[config.mk]
export PLATFORM = sky130hd
export DESIGN_NAME = debouncer_n
export DESIGN_NICKNAME = d
export VERILOG_FILES = /design/src/rtl/debouncer_n.sv
export SDC_FILE = /design/constraint.sdc
export NUM_CORES = 1
export LEC_CHECK = 0
export ABC_AREA = 1
export BUFFER_PORTS_ARGS = -buffer_cell sky130_fd_sc_hd__buf_4
export CAP_MARGIN = 20
export CORE_MARGIN = 2
export CORE_UTILIZATION = 50
export CTS_CLUSTER_DIAMETER = 30
export DETAILED_ROUTE_END_ITERATION = 7
export GPL_TIMING_DRIVEN = 0
export PLACE_DENSITY = 0.66
export SETUP_SLACK_MARGIN = 0.2
export SLEW_MARGIN = 20
export SYNTH_ARGS = -nofsm -noshare
export SYNTH_HDL_FRONTEND = slang
export SYNTH_SLANG_ARGS = --single-unit
[constraint.sdc]
create_clock -name clock -period 17.65 [get_ports clock]
set_input_delay 3.53 -clock clock [delete_from_list [all_inputs] [get_ports clock]]
set_output_delay 3.53 -clock clock [all_outputs]
set_load 0.1 [all_outputs]
[src/rtl/debouncer_n.sv]
// Multi-channel button debouncer: two-flop synchroniser, stable-count filter,
// press/release edge pulses and a per-channel press-and-hold auto-repeat FSM.
module debouncer_n #(
  parameter int CHANNELS      = 5,
  parameter int STABLE_CYCLES = 1_000_000,
  parameter int REPEAT_DELAY  = 50_000_000,
  parameter int REPEAT_PERIOD = 10_000_000
) (
  input  logic                clock,
  input  logic                reset,
  input  logic [CHANNELS-1:0] in,
  input  logic [CHANNELS-1:0] repeat_en,
  output logic [CHANNELS-1:0] level,
  output logic [CHANNELS-1:0] press,
  output logic [CHANNELS-1:0] release_pulse,
  output logic [CHANNELS-1:0] repeat_pulse,
  output logic [CHANNELS-1:0] pulse
);

  localparam int DB_W     = $clog2(STABLE_CYCLES);
  localparam int HOLD_MAX = (REPEAT_DELAY > REPEAT_PERIOD) ? REPEAT_DELAY : REPEAT_PERIOD;
  localparam int HOLD_W   = (HOLD_MAX > 1) ? $clog2(HOLD_MAX) : 1;

  localparam logic [DB_W-1:0]   DB_LAST    = DB_W'(STABLE_CYCLES - 1);
  localparam logic [HOLD_W-1:0] DELAY_LAST = HOLD_W'(REPEAT_DELAY - 1);
  localparam logic [HOLD_W-1:0] RPT_LAST   = HOLD_W'(REPEAT_PERIOD - 1);

  typedef enum logic [1:0] {
    IDLE   = 2'd0,
    DELAY  = 2'd1,
    REPEAT = 2'd2
  } hold_state_t;

  for (genvar g = 0; g < CHANNELS; g++) begin : g_chan
    logic              s1;
    logic              s2;
    logic              lvl;
    logic              press_r;
    logic              release_r;
    logic              repeat_r;
    logic              pulse_r;
    logic [DB_W-1:0]   db_cnt;
    logic [HOLD_W-1:0] hold_cnt;
    hold_state_t       state;

    logic accept;
    logic rise;
    logic fall;
    logic lvl_next;
    logic hold_ok;
    logic rep_fire;

    assign accept   = (s2 != lvl) && (db_cnt == DB_LAST);
    assign rise     = accept && s2;
    assign fall     = accept && !s2;
    assign lvl_next = accept ? s2 : lvl;
    // A falling level or a dropped enable kills the repeat in the very cycle it happens.
    assign hold_ok  = lvl_next && repeat_en[g];
    assign rep_fire = hold_ok &&
                      (((state == DELAY)  && (hold_cnt == DELAY_LAST)) ||
                       ((state == REPEAT) && (hold_cnt == RPT_LAST)));

    always_ff @(posedge clock or posedge reset) begin
      if (reset) begin
        s1        <= 1'b0;
        s2        <= 1'b0;
        lvl       <= 1'b0;
        press_r   <= 1'b0;
        release_r <= 1'b0;
        repeat_r  <= 1'b0;
        pulse_r   <= 1'b0;
        db_cnt    <= '0;
        hold_cnt  <= '0;
        state     <= IDLE;
      end else begin
        s1 <= in[g];
        s2 <= s1;

        if (s2 == lvl) begin
          db_cnt <= '0;
        end else if (accept) begin
          lvl    <= s2;
          db_cnt <= '0;
        end else begin
          db_cnt <= db_cnt + 1'b1;
        end

        press_r   <= rise;
        release_r <= fall;
        repeat_r  <= rep_fire;
        pulse_r   <= rise | rep_fire;

        if (!hold_ok) begin
          state    <= IDLE;
          hold_cnt <= '0;
        end else begin
          unique case (state)
            IDLE: begin
              hold_cnt <= '0;
              if (rise) state <= DELAY;
            end
            DELAY: begin
              if (hold_cnt == DELAY_LAST) begin
                hold_cnt <= '0;
                state    <= REPEAT;
              end else begin
                hold_cnt <= hold_cnt + 1'b1;
              end
            end
            REPEAT: begin
              if (hold_cnt == RPT_LAST) hold_cnt <= '0;
              else                      hold_cnt <= hold_cnt + 1'b1;
            end
            default: begin
              state    <= IDLE;
              hold_cnt <= '0;
            end
          endcase
        end
      end
    end

    assign level[g]         = lvl;
    assign press[g]         = press_r;
    assign release_pulse[g] = release_r;
    assign repeat_pulse[g]  = repeat_r;
    assign pulse[g]         = pulse_r;
  end

endmodule

==> impl_metrics.yaml <==
detailed_routing:
  drt-pass1-iter-count: 5
  via_per_inst: 5.12
  wl_microns: 33800
  drc_errors: 0
  dr_total_vias: 13044
  ant_nets: 0
  wl_per_cell_microns: 13.3
  dr.first_iter.drc_count: 916
power_and_ir_drop:
  cellPowerDensity_mw_per_mm2: 103
  clockPowerShare_pct: 66.1
  pwr-share-seq_pct: 32.5
  power.switching_mw: 0.425
  irDropWorstVdd_v: 0.0000851
  pwr-share-comb_pct: 1.4
  leakage_nw: 8.09
  p_int_mw: 1.54
  sw_frac_of_total_pct: 21.6
setup_path:
  worstSetupStartpointType: "flip-flop"
  cp.required_ns: 14.12
  cp_max_fo: 4
  r2r-end: "g_chan[2].hold_cnt[21]"
  r2r-start: "g_chan[2].hold_cnt[0]"
  reg2reg_depth: 11
  crit_type: "flip-flop to output port"
  rrSetupSlack_ns: 15.52
  critPathArrivalTime_ns: 1.38
  setup.worst_path.end_class: "output port"
placed_design:
  portBuffers: 36
  dp_slack_ns: 12.58
  place_congestion: 0.903
  dp_cells: 2422
  hpwl_microns: 24100
clock_network:
  clkLatencyLatePin_ns: 0.56
  cts_setup_buffers: 0
  cts_root_buf: "clkbuf_16"
  cts_buffers: 69
  cts.sinks: 275
  clk_pin_slew_ns: 0.04
  cts_htree_levels: 3
  cts_hold_buf: 0
  cts_tree: "done"
  clk_path_buf_depth: 3
  cts.repair.resized: 0
layout:
  finalNetCount: 2137
  drive_above_1_share_pct: 13.3
  diodes: 0
  syn_to_final_growth_pct: 20.9
  stdcell_count: 2548
timing:
  setup_ws_ns: 12.74
  holdWs_ns: 0.338
  hold_violations: 0
  finalCritPeriodShare_pct: 27.8
  slew_viol_final: 0
  max-slew-margin-rel_pct: 60.7
  tightest_slew_ns: 0.589
  fin_crit_ns: 4.91
  rsz0062_at_grt: "no"
  setup_viol: 0
  fin_worst_skew_ns: 0.0181
  fmax_mhz: 204
  tns_ns: 0
die:
  rows: 65
  die_y_microns: 182
  num_io_pins: 37
  start_util_pct: 50.3
  fp.dieW_microns: 182
  coreArea_sq_mm: 0.0313
  fp.dieArea_sq_mm: 0.0330
synth:
  synthDistinctLibCells: 46
  synth_warnings: 0
  ys_seq_elements: 275
  async_reset_ff_share_pct: 100
  synth_ff_type: "dfrtp_1"
  synth_cells: 1982
  syn-num-nets: 2028
  synth-edff-count: 0
  synth.cell_area_sq_mm: 0.0158
  syn_area_per_cell_sq_um: 7.95
  synth-seq-area-share_pct: 43.7
worst_hold_path:
  whs_path_depth: 0
  min_path_type: "flip-flop to flip-flop"
  min_from: "g_chan[0].s1"
  hold-path-endpoint: "g_chan[0].s2"
global_routing:
  track_usage_pct: 21.5
  overflow: 0
  grt_pass1_wl_microns: 59600
  grt_max_degree: 104
  first_global_vias: 12808
  antenna_found_initial: 0
run_status:
  status: "complete, no violations"
job:
  maxCapViolCount: 0
## layer usage
metal | share of wire [%] | GRT usage, % | vias to the layer above
met5 | 0 | 0 | -
met4 | 2.8 | 7.97 | 0
met3 | 4.0 | 4.03 | 83
met2 | 46 | 34.3 | 285
met1 | 47 | 29.4 | 6110
li1 | - | - | 6566
## power groups by stage
stage          Sequential [mW]  Combinational (mW)  Clock [mW]
2_1_floorplan            0.648              0.0183           0
3_3_place_gp             0.649              0.0265           0
4_1_cts                  0.640              0.0289        1.33
5_1_grt                  0.640              0.0327        1.36
3_5_place_dp             0.649              0.0287           0
6_report                 0.640              0.0274        1.30
## layout by cell type (no fill, tap or decap), types with 11 or more instances in the layout
cell	count
xor2_1	113
dfrtp_1	275
inv_1	229
nor3_1	80
nor4_1	12
nor3b_1	11
clkbuf_16	70
nor2_1	414
buf_4	65
a21oi_1	11
xnor2_1	36
nand2_1	340
o21ai_0	21
ha_1	34
nand4_1	75
nor2_4	45
nand3_1	167
nor2_2	17
## synthesized netlist by cell type (4+ instances only)
cell type / n / area share [%]
xor2_1: 113 / 6.3
nand4_1: 75 / 3.0
inv_1: 230 / 5.5
clkbuf_1: 4 / 0.095
nor4_1: 12 / 0.48
nor2_1: 414 / 9.9
a211oi_1: 4 / 0.19
o21ai_0: 21 / 0.67
nand3_1: 167 / 5.3
a21oi_1: 11 / 0.35
nor3_1: 80 / 2.5
a31oi_1: 4 / 0.16
dfrtp_1: 275 / 44
and3_1: 4 / 0.16
nor3b_1: 11 / 0.52
nand3b_1: 5 / 0.24
nor2_4: 45 / 3.2
nand2_2: 8 / 0.32
nand2_1: 340 / 8.1
nor2_2: 17 / 0.67
o22ai_1: 6 / 0.24
ha_1: 34 / 2.7
buf_4: 29 / 1.4
xnor2_1: 36 / 2.0
## worst max-delay path, cell delays in order, from the launching register on
cell and delay (ns):
dfrtp_1 0.40, buf_4 0.15, buf_4 0.28
## sequential cells by signal (all words and copies together) (netlist names)
name	cells
g_chan.repeat_r	5
g_chan.db_cnt	100
g_chan.s1	5
g_chan.state	10
g_chan.lvl	5
g_chan.pulse_r	5
g_chan.release_r	5
g_chan.press_r	5
g_chan.s2	5
g_chan.hold_cnt	130
## layout make-up
cell class	count	area, sq um
repair buffers	38	325
plain buffers	42	340
fillers	2745	12300
inverters	233	882
clock inverters	45	609
well taps	402	503
clock buffers	81	1840
multi-input cells	1432	7670
flip-flops and latches	275	6880
## through the flow
step	util, %	area [sq um]	power, mW
2_1_floorplan	-	15800	0.667
3_3_place_gp	52.8	16500	0.676
3_5_place_dp	53.0	16600	0.678
4_1_cts	60.8	19100	2.00
5_1_grt	60.8	19100	2.03
6_report	60.8	19100	1.97
## how the worst max path moves through the flow
| stage | end | slack [ns] | startpoint |
|---|---|---|---|
| 2_1_floorplan | g_chan[0].db_cnt[0] | 6.54 | reset |
| 3_3_place_gp | g_chan[0].hold_cnt[13] | 3.45 | reset |
| 3_5_place_dp | g_chan[0].hold_cnt[13] | 12.58 | reset |
| 4_1_cts | level[3] | 12.71 | g_chan[3].lvl |
| 5_1_grt | level[3] | 12.68 | g_chan[3].lvl |
| 6_report | level[3] | 12.74 | g_chan[3].lvl |
## kinds of logic (layout without fill, tap and decap cells)
group | after synthesis | in the layout | share of synthesized area (%)
buffers and inverters | 275 | 439 | 7.71
AO/OA/AOI/OAI | 55 | 55 | 2.08
XOR/XNOR | 149 | 149 | 8.28
adder cells (fa/ha/maj) | 34 | 34 | 2.70
flip-flops | 275 | 275 | 43.7
AND/OR/NAND/NOR | 1194 | 1194 | 35.6
Power figures use the tool's default switching activity.
